`src/rtl/tinyriscv_pkg.sv`:
```
// Shared tinyriscv types and widths, including the memory-copy engine's state
// encoding and default word-count width.
package tinyriscv_pkg;

  localparam int MemAddrBus = 32;
  localparam int MemBus = 32;
  localparam logic WriteEnable = 1'b1;
  localparam logic WriteDisable = 1'b0;

  localparam int DmaLenW = 16;

  typedef enum logic [1:0] {
    IDLE  = 2'd0,
    READ  = 2'd1,
    WRITE = 2'd2,
    DONE  = 2'd3
  } dma_state_e;

endpackage

```
`src/rtl/ram_dma.sv`:
```
// Word-granular forward memory copy on the single-port data-RAM interface:
// one read then one write per word, ascending addresses, done/err pulse at the end.
module ram_dma
  import tinyriscv_pkg::*;
#(
  parameter int LenW = DmaLenW
) (
  input  logic                  clk_i,
  input  logic                  rst_i,
  input  logic                  start_i,
  input  logic [MemAddrBus-1:0] src_addr_i,
  input  logic [MemAddrBus-1:0] dst_addr_i,
  input  logic [LenW-1:0]       len_i,
  output logic                  busy_o,
  output logic                  done_o,
  output logic                  err_o,
  output logic                  mem_req_o,
  input  logic                  mem_gnt_i,
  output logic                  mem_we_o,
  output logic [MemAddrBus-1:0] mem_addr_o,
  output logic [MemBus-1:0]     mem_wdata_o,
  input  logic [MemBus-1:0]     mem_rdata_i,
  output dma_state_e            state_o
);

  // Handshake: mem_req_o is held with address/we/wdata stable until an edge
  // where mem_gnt_i is also high; that edge completes the access (read data
  // is captured, or the write is committed) and only then do outputs move on.

  localparam logic [MemAddrBus-1:0] WordStep = MemAddrBus'(4);

  dma_state_e            state_q, state_d;
  logic [MemAddrBus-1:0] cur_src_q, cur_dst_q;
  logic [LenW-1:0]       remaining_q;
  logic [MemBus-1:0]     buf_q;
  logic                  err_q;
  logic                  start_bad;

  assign start_bad = (src_addr_i[1:0] != 2'b00) || (dst_addr_i[1:0] != 2'b00);
  assign state_o   = state_q;

  always_ff @(posedge clk_i or posedge rst_i) begin
    if (rst_i) begin
      state_q     <= IDLE;
      cur_src_q   <= '0;
      cur_dst_q   <= '0;
      remaining_q <= '0;
      buf_q       <= '0;
      err_q       <= 1'b0;
    end else begin
      state_q <= state_d;
      case (state_q)
        IDLE: begin
          if (start_i) begin
            cur_src_q   <= src_addr_i;
            cur_dst_q   <= dst_addr_i;
            remaining_q <= len_i;
            err_q       <= start_bad;
          end
        end
        READ: begin
          if (mem_gnt_i) begin
            buf_q     <= mem_rdata_i;
            cur_src_q <= cur_src_q + WordStep;
          end
        end
        WRITE: begin
          if (mem_gnt_i) begin
            cur_dst_q   <= cur_dst_q + WordStep;
            remaining_q <= remaining_q - LenW'(1);
          end
        end
        default: ;
      endcase
    end
  end

  // Outputs depend only on state and registers, so an async reset zeroes them at once.
  always_comb begin
    state_d     = state_q;
    busy_o      = 1'b1;
    done_o      = 1'b0;
    err_o       = 1'b0;
    mem_req_o   = 1'b0;
    mem_we_o    = WriteDisable;
    mem_addr_o  = '0;
    mem_wdata_o = '0;
    case (state_q)
      IDLE: begin
        busy_o = 1'b0;
        if (start_i) begin
          if (start_bad || (len_i == '0)) state_d = DONE;
          else                            state_d = READ;
        end
      end
      READ: begin
        mem_req_o  = 1'b1;
        mem_addr_o = cur_src_q;
        if (mem_gnt_i) state_d = WRITE;
      end
      WRITE: begin
        mem_req_o   = 1'b1;
        mem_we_o    = WriteEnable;
        mem_addr_o  = cur_dst_q;
        mem_wdata_o = buf_q;
        // remaining_q is the count before this write retires
        if (mem_gnt_i) state_d = (remaining_q == LenW'(1)) ? DONE : READ;
      end
      DONE: begin
        done_o  = 1'b1;
        err_o   = err_q;
        state_d = IDLE;
      end
      default: state_d = IDLE;
    endcase
  end

endmodule

```
`config.mk`:
```
export PLATFORM = sky130hd
export DESIGN_NAME = ram_dma
export DESIGN_NICKNAME = d
export VERILOG_FILES = /design/src/rtl/tinyriscv_pkg.sv /design/src/rtl/ram_dma.sv
export SDC_FILE = /design/constraint.sdc
export NUM_CORES = 1
export LEC_CHECK = 0
export ABC_AREA = 1
export CAP_MARGIN = 30
export CORE_MARGIN = 2
export CORE_UTILIZATION = 46
export DETAILED_ROUTE_END_ITERATION = 16
export GPL_TIMING_DRIVEN = 0
export PLACE_DENSITY = 0.77
export SLEW_MARGIN = 15
export SYNTH_ARGS = -nofsm -noshare
export SYNTH_HDL_FRONTEND = slang
export SYNTH_SLANG_ARGS = --single-unit
```
`constraint.sdc`:
```
create_clock -name clk_i -period 3.8 [get_ports clk_i]
set_clock_uncertainty 0.05 [all_clocks]
set_input_delay 0.76 -clock clk_i [delete_from_list [all_inputs] [get_ports clk_i]]
set_output_delay 0.76 -clock clk_i [all_outputs]
set_load 0.02 [all_outputs]
```
==> results of run 1 <==
## cell type report
class	instances	area share, %
Clock inverter	15	1.38
Multi-Input combinational cell	888	40.0
Clock buffer	17	3.93
Tap cell	225	2.60
Buffer	47	2.17
Sequential cell	115	26.6
Timing Repair Buffer	189	17.9
Inverter	154	5.38
## worst max-delay path by stage
stage,startpoint,end,slack (ps),cells after the start
floorplan,state_o[0],mem_addr_o[3],990,7
global placement,rst_i,buf_q[1],300,2
detailed placement,state_o[0],mem_addr_o[22],380,8
CTS,state_o[0],mem_addr_o[22],8,8
global route,state_o[1],mem_addr_o[9],2,8
finish,state_o[0],mem_addr_o[4],120,8
## logic make-up (layout without fill, tap and decap cells)
logic type,count (synthesis),after routing
AO/OA/AOI/OAI,180,180
buffers and inverters,201,422
AND/OR/NAND/NOR,661,661
flip-flops,115,115
adder cells (fa/ha/maj),9,9
multiplexers,34,34
XOR/XNOR,4,4
## flip-flops by register name, indices dropped and copies added, names as in the netlist
register and cells:
buf_q 32, cur_dst_q 32, cur_src_q 32, remaining_q 16
state_o 2, err_q 1
## repair_timing
| action | 4_1_cts | 5_1_grt |
|---|---|---|
| endpoints found under the setup margin | 7 | 45 |
| resized for setup | 2 | 14 |
| endpoints found under the hold margin | 0 | 0 |
| pin swaps | 0 | 0 |
## stage by stage
step	cells	total power, uW
finish	1650	10000
global route	1650	10700
CTS	1650	9900
detailed placement	1618	8260
global placement	1615	8120
floorplan	1204	6150
## critical path, delay by kind of cell, from the launching register on
| family | cells | cell delay, ps |
|---|---|---|
| AO/OA/AOI/OAI | 1 | 130 |
| adder cells (fa/ha/maj) | 1 | 260 |
| buffers and inverters | 5 | 1540 |
| flip-flops | 1 | 430 |
| AND/OR/NAND/NOR | 1 | 90 |
## power breakdown
| part | switching (uW) | internal, uW |
|---|---|---|
| combinational | 3660 | 2240 |
| sequential | 647 | 1870 |
| clock | 671 | 917 |
## cells in the final DEF, fill, tap and decap left out, drive strengths merged, types with 2 or more instances in the layout
master / n
or2: 14
nand3b: 2
nand3: 79
dlymetal6s2s: 7
nand4: 25
dfrtp: 115
o31ai: 3
a22oi: 3
clkdlybuf4s50: 179
o21ai: 66
o21a: 18
clkinv: 7
o211ai: 7
xnor2: 3
buf: 33
mux2: 32
clkbuf: 34
and2: 2
inv: 159
nor2: 141
o22ai: 4
nand2: 387
a2bb2oi: 5
ha: 9
a31oi: 8
a21oi: 61
mux2i: 2
clkinvlp: 2
nor3: 10
a21boi: 2
## metal layers
layer  vias up  global-route usage (%)  share of wire, %
met1      4189                    39.7                41
met3        75                    6.49               9.5
li1       4286                       -                 -
met4         0                    13.5               3.5
met2       498                    48.5                46
met5         -                       0                 0
==> flow_summary.ini, run 1 <==
[sta]
whs_ps = 455
slew_violations = 0
slew_headroom_pct = 47.8
final.setup.tns_ps = 0
rsz0062_at_grt = no
max_freq_mhz = 272
min_period_ps = 3680
post-route-period-util_pct = 96.7
finalHoldViolCount = 0
final.setup.worst_slack_ps = 125
setup_violations = 0
tightest_slew_ps = 783

[route]
routed_wirelength_um = 27700
wl_per_cell_um = 16.8
vias = 9048
via_per_inst = 5.48
drtIter0Drc = 951
dr.pass1.iters = 5
drtAntennaViolNets = 0
drc = 0

[clocking]
cts_max_path_buffers = 2
clkTransAtPathRegs_ps = 60
htree_num_levels = 4
cts_setup_buffers = 0
insertion_delay_ps = 430
clkSinkCount = 115
tritoncts = done
cts_made_buffers = 17
cts_hold_buf = 0
cts-root-buf = clkbuf_16

[logic_synthesis]
synthCells = 1204
synth-adder-area-share_pct = 1.41
syn_area_per_cell_um2 = 6.65
async_flop_share_pct = 100
synth_most_common_cell = nand2_1
synth-compound-area-share_pct = 12.9
synth_edf_count = 0
netlist_area_mm2 = 0.00800
synthMuxAreaShare_pct = 4.75
ys_seq_area_share_pct = 36.0
dominantRegCellSynth = dfrtp_1
synth_top_family_by_area = simple AND/OR/NAND/NOR gates
synth_top_area_share_pct = 36.0
synth_cell_types = 43
synth_area_leaders = dfrtp_1 36%, nand2_1 18%, inv_1 7.0%, nor2_1 6.2%, nand3_1 4.9%
synth_seq_cells = 115
yosys.area_share.xor_xnor_pct = 0.438
synthTopCellsByCount = 384 x nand2_1, 150 x inv_1, 132 x nor2_1
synth_largest_area_cell = dfrtp_1
yosysWarnings = 0
syn_nets = 1329
synthSimpleGateAreaFrac_pct = 34.5

[worst_setup_path]
crit_chain = inv_1 > ha_2 > clkbuf_4 > buf_2 > buf_4 > nand2_1 > a21oi_1 > clkdlybuf4s50_1
startpoint_type = flip-flop
r2r-end = cur_src_q[4]
r2r_cells = 10
r2r-start = state_o[0]
cp.arrival_ps = 2870
cp-end-kind = output pin
crit_type = reg -> out
max_stage_delay_ps = 660
regToRegSetupSlack_ps = 1510
required_ps = 2990
cpMaxStageDelayCell = clkdlybuf4s50_1
worstPathMaxFanout = 10

[finish]
syn2layout_area_growth_pct = 35.2
antenna_cells = 0
final_util_pct = 63.0
fin_area_mm2 = 0.0108
final_layout_size_suffix_gt1_share_pct = 8.84
multi_input_area_mm2 = 0.00433
fillers = 1611
final_nets = 1537
regArea_mm2 = 0.00288

[placed_design]
dp_worst_setup_slack_ps = 381
place_area_mm2 = 0.0102
hpwl_um = 20600
globalplace.congestion = 0.973
io_buffers = 186

[grt]
overflow = 0
antenna_found_initial = 0
grt_pass1_vias = 8624
grt_max_degree = 34
grt_first_pass_wirelength_um = 43300
gr-usage-all-layers_pct = 30.4

[floorplanning]
start_util_pct = 46.6
rows = 48
core_area_mm2 = 0.0172
boundaryPins = 187
die_area_mm2 = 0.0185
die_y_um = 136
die-width_um = 136

[worst_hold_path]
hold_depth = 2
hold_class = reg -> reg
holdPathEnd = cur_src_q[31]
holdCritStartpoint = cur_src_q[31]

[power]
p_leak_uw = 0.00536
powerDensity_mw_per_mm2 = 925
ir_worst_vdd_v = 0.000515

[job]
cap_violations = 0

[status]
status = complete, no violations
Note: power is estimated with default switching activity, not from simulation.
==> run 2: changes to the inputs <==
- ABC_AREA: 1 -> default
- CORE_UTILIZATION: 46 -> 45
- CTS_CLUSTER_DIAMETER: default -> 50
- PLACE_DENSITY: 0.77 -> 0.78
- SETUP_SLACK_MARGIN: default -> 0.5
==> flow_summary.ini, run 2 <==
[worst_setup_path]
r2r-start = state_o[1]
critPathBufInv = 5
crit_type = reg -> out
crit_chain = inv_1 > ha_2 > buf_4 > clkbuf_4 > buf_4 > nand2_1 > a21boi_1 > dlygate4sd2_1
crit_top_cell = buf_4
worstPathMaxFanout = 10
max_stage_delay_ps = 430
required_ps = 2990
cp.arrival_ps = 2520
cpMaxStageDelayCell = dfrtp_1
startpoint = state_o[1]
startpoint_type = flip-flop
crit_family = buffers and inverters
cp-end-kind = output pin

[status]
status = complete, no violations

[finish]
final_common_cell = clkdlybuf4s50_1
final_layout_size_suffix_gt1_share_pct = 13.1
final_nets = 1148
fillers = 1302
multi_input_area_mm2 = 0.00383
largestRegisters = buf_q x32, cur_dst_q x32, cur_src_q x32
regArea_mm2 = 0.00288
antenna_cells = 0
layout_common_cells = 129 x clkdlybuf4s50_1, 115 x dfrtp_1, 87 x a21oi_1
syn2layout_area_growth_pct = 40.1

[logic_synthesis]
yosysWarnings = 0
synth_largest_area_cell = dfrtp_1
synth_area_leaders = dfrtp_1 41%, a21oi_1 6.2%, mux2_2 5.1%, nand2_1 4.4%, o21ai_0 3.8%
async_flop_share_pct = 100
synth_seq_cells = 115
netlist_area_mm2 = 0.00703
synthTopCellsByCount = 115 x dfrtp_1, 87 x a21oi_1, 82 x nand2_1
ys_seq_area_share_pct = 40.9
synth_top_area_share_pct = 40.9
synthCells = 814
synth_edf_count = 0
synth_most_common_cell = dfrtp_1
syn_nets = 939
dominantRegCellSynth = dfrtp_1
synth_cell_types = 62
syn_area_per_cell_um2 = 8.64

[placed_design]
io_buffers = 186
dp_worst_setup_slack_ps = -88.4
hpwl_um = 18900
globalplace.congestion = 0.967

[power]
p_leak_uw = 0.00408
powerDensity_mw_per_mm2 = 966
total_power_uw = 9520
ir_worst_vdd_v = 0.000554

[grt]
grt_first_pass_wirelength_um = 39900
antenna_found_initial = 0
grt_pass1_vias = 7258
gr-usage-all-layers_pct = 31.4
grt_max_degree = 35
overflow = 0

[sta]
tightest_slew_ps = 976
setup_violations = 0
post-route-period-util_pct = 87.5
finalHoldViolCount = 0
max_freq_mhz = 301
rsz0062_at_grt = yes
slew_violations = 0
min_period_ps = 3330
final.setup.worst_slack_ps = 473
slew_headroom_pct = 34.3

[floorplanning]
die-width_um = 129
start_util_pct = 46.1
boundaryPins = 187
die_area_mm2 = 0.0166
die_y_um = 129
rows = 45
core_area_mm2 = 0.0153

[clocking]
cts_made_buffers = 17
cts-root-buf = clkbuf_16
insertion_delay_ps = 430
tritoncts = done
clkSinkCount = 115
htree_num_levels = 4
cts_max_path_buffers = 2
clkTransAtPathRegs_ps = 60
cts_hold_buf = 0
cts_setup_buffers = 0

[route]
wl_per_cell_um = 20.7
routed_wirelength_um = 25800
vias = 7692
dr.pass1.iters = 6
drtAntennaViolNets = 0
via_per_inst = 6.17
drtIter0Drc = 929
drc = 0

[worst_hold_path]
hold_class = reg -> reg
holdCritStartpoint = buf_q[16]

[job]
cap_violations = 0
## run 2: layout make-up
class / count / area share, %
Buffer: 57 / 3.30
Clock buffer: 17 / 4.32
Clock inverter: 15 / 1.74
Inverter: 18 / 0.724
Multi-Input combinational cell: 624 / 38.9
Sequential cell: 115 / 29.2
Tap cell: 211 / 2.68
Timing Repair Buffer: 190 / 19.1
## run 2: what timing repair did
action                                 4_1_cts  5_1_grt
setup endpoints to repair                   64       22
endpoints found under the hold margin        0        0
resized for setup                          107       32
gates cloned                                 0        0
pin swaps                                    0        0
## run 2: path summary, 6_finish.rpt
| path | endpoint | slack [ps] | depth (start not counted) |
|---|---|---|---|
| max in group asynchronous | cur_src_q[24] | 2420 | 4 |
| worst min-delay path | buf_q[16] | 440 | 1 |
| min in group asynchronous | buf_q[26] | 640 | 2 |
| worst max register to register | cur_dst_q[16] | 910 | 10 |
| worst min register to register | buf_q[16] | 440 | 1 |
| worst max-delay path | mem_addr_o[31] | 470 | 8 |
## run 2: logic make-up (layout without fill, tap and decap cells)
family,after synthesis,count (layout),share of synthesized area (%)
adder cells (fa/ha/maj),9,9,1.60
buffers and inverters,75,297,4.70
multiplexers,41,41,6.40
AO/OA/AOI/OAI,265,265,23.2
AND/OR/NAND/NOR,309,309,23.1
flip-flops,115,115,40.9
## run 2: worst register-to-register path, stage by stage (launching register included)
cell       delay (ps)
dfrtp_1           420
inv_1             110
ha_2              230
nand2b_1           80
buf_2             220
a21boi_1          430
and2_1            180
buf_2             210
clkbuf_8          220
clkbuf_1          460
a2bb2oi_1         140
## run 2: through the flow
step | utilization, % | hold WS (ps) | instances | TNS, ps | area, um2
CTS | 64.6 | 451 | 1247 | 0 | 9860
detailed placement | 60.6 | 434 | 1215 | -157 | 9250
global placement | 60.0 | 429 | 1211 | -172 | 9160
global route | 64.6 | 456 | 1247 | 0 | 9860
finish | 64.6 | 445 | 1247 | 0 | 9860
floorplan | - | 416 | 814 | 0 | 7040
## run 2: routing by layer
metal,vias to the layer above,global-route usage (%),wire length [um]
li1,3438,-,-
met1,3701,42.9,10600
met2,476,48.6,11800
met3,77,7.06,2310
met4,0,12.9,1040
met5,-,0,0
## run 2: power breakdown
| part | switching [uW] | leakage [uW] | internal (uW) |
|---|---|---|---|
| combinational | 3210 | 0.00247 | 2120 |
| clock | 665 | 0.000292 | 983 |
| sequential | 668 | 0.00132 | 1870 |
| total | 4550 | 0.00408 | 4970 |
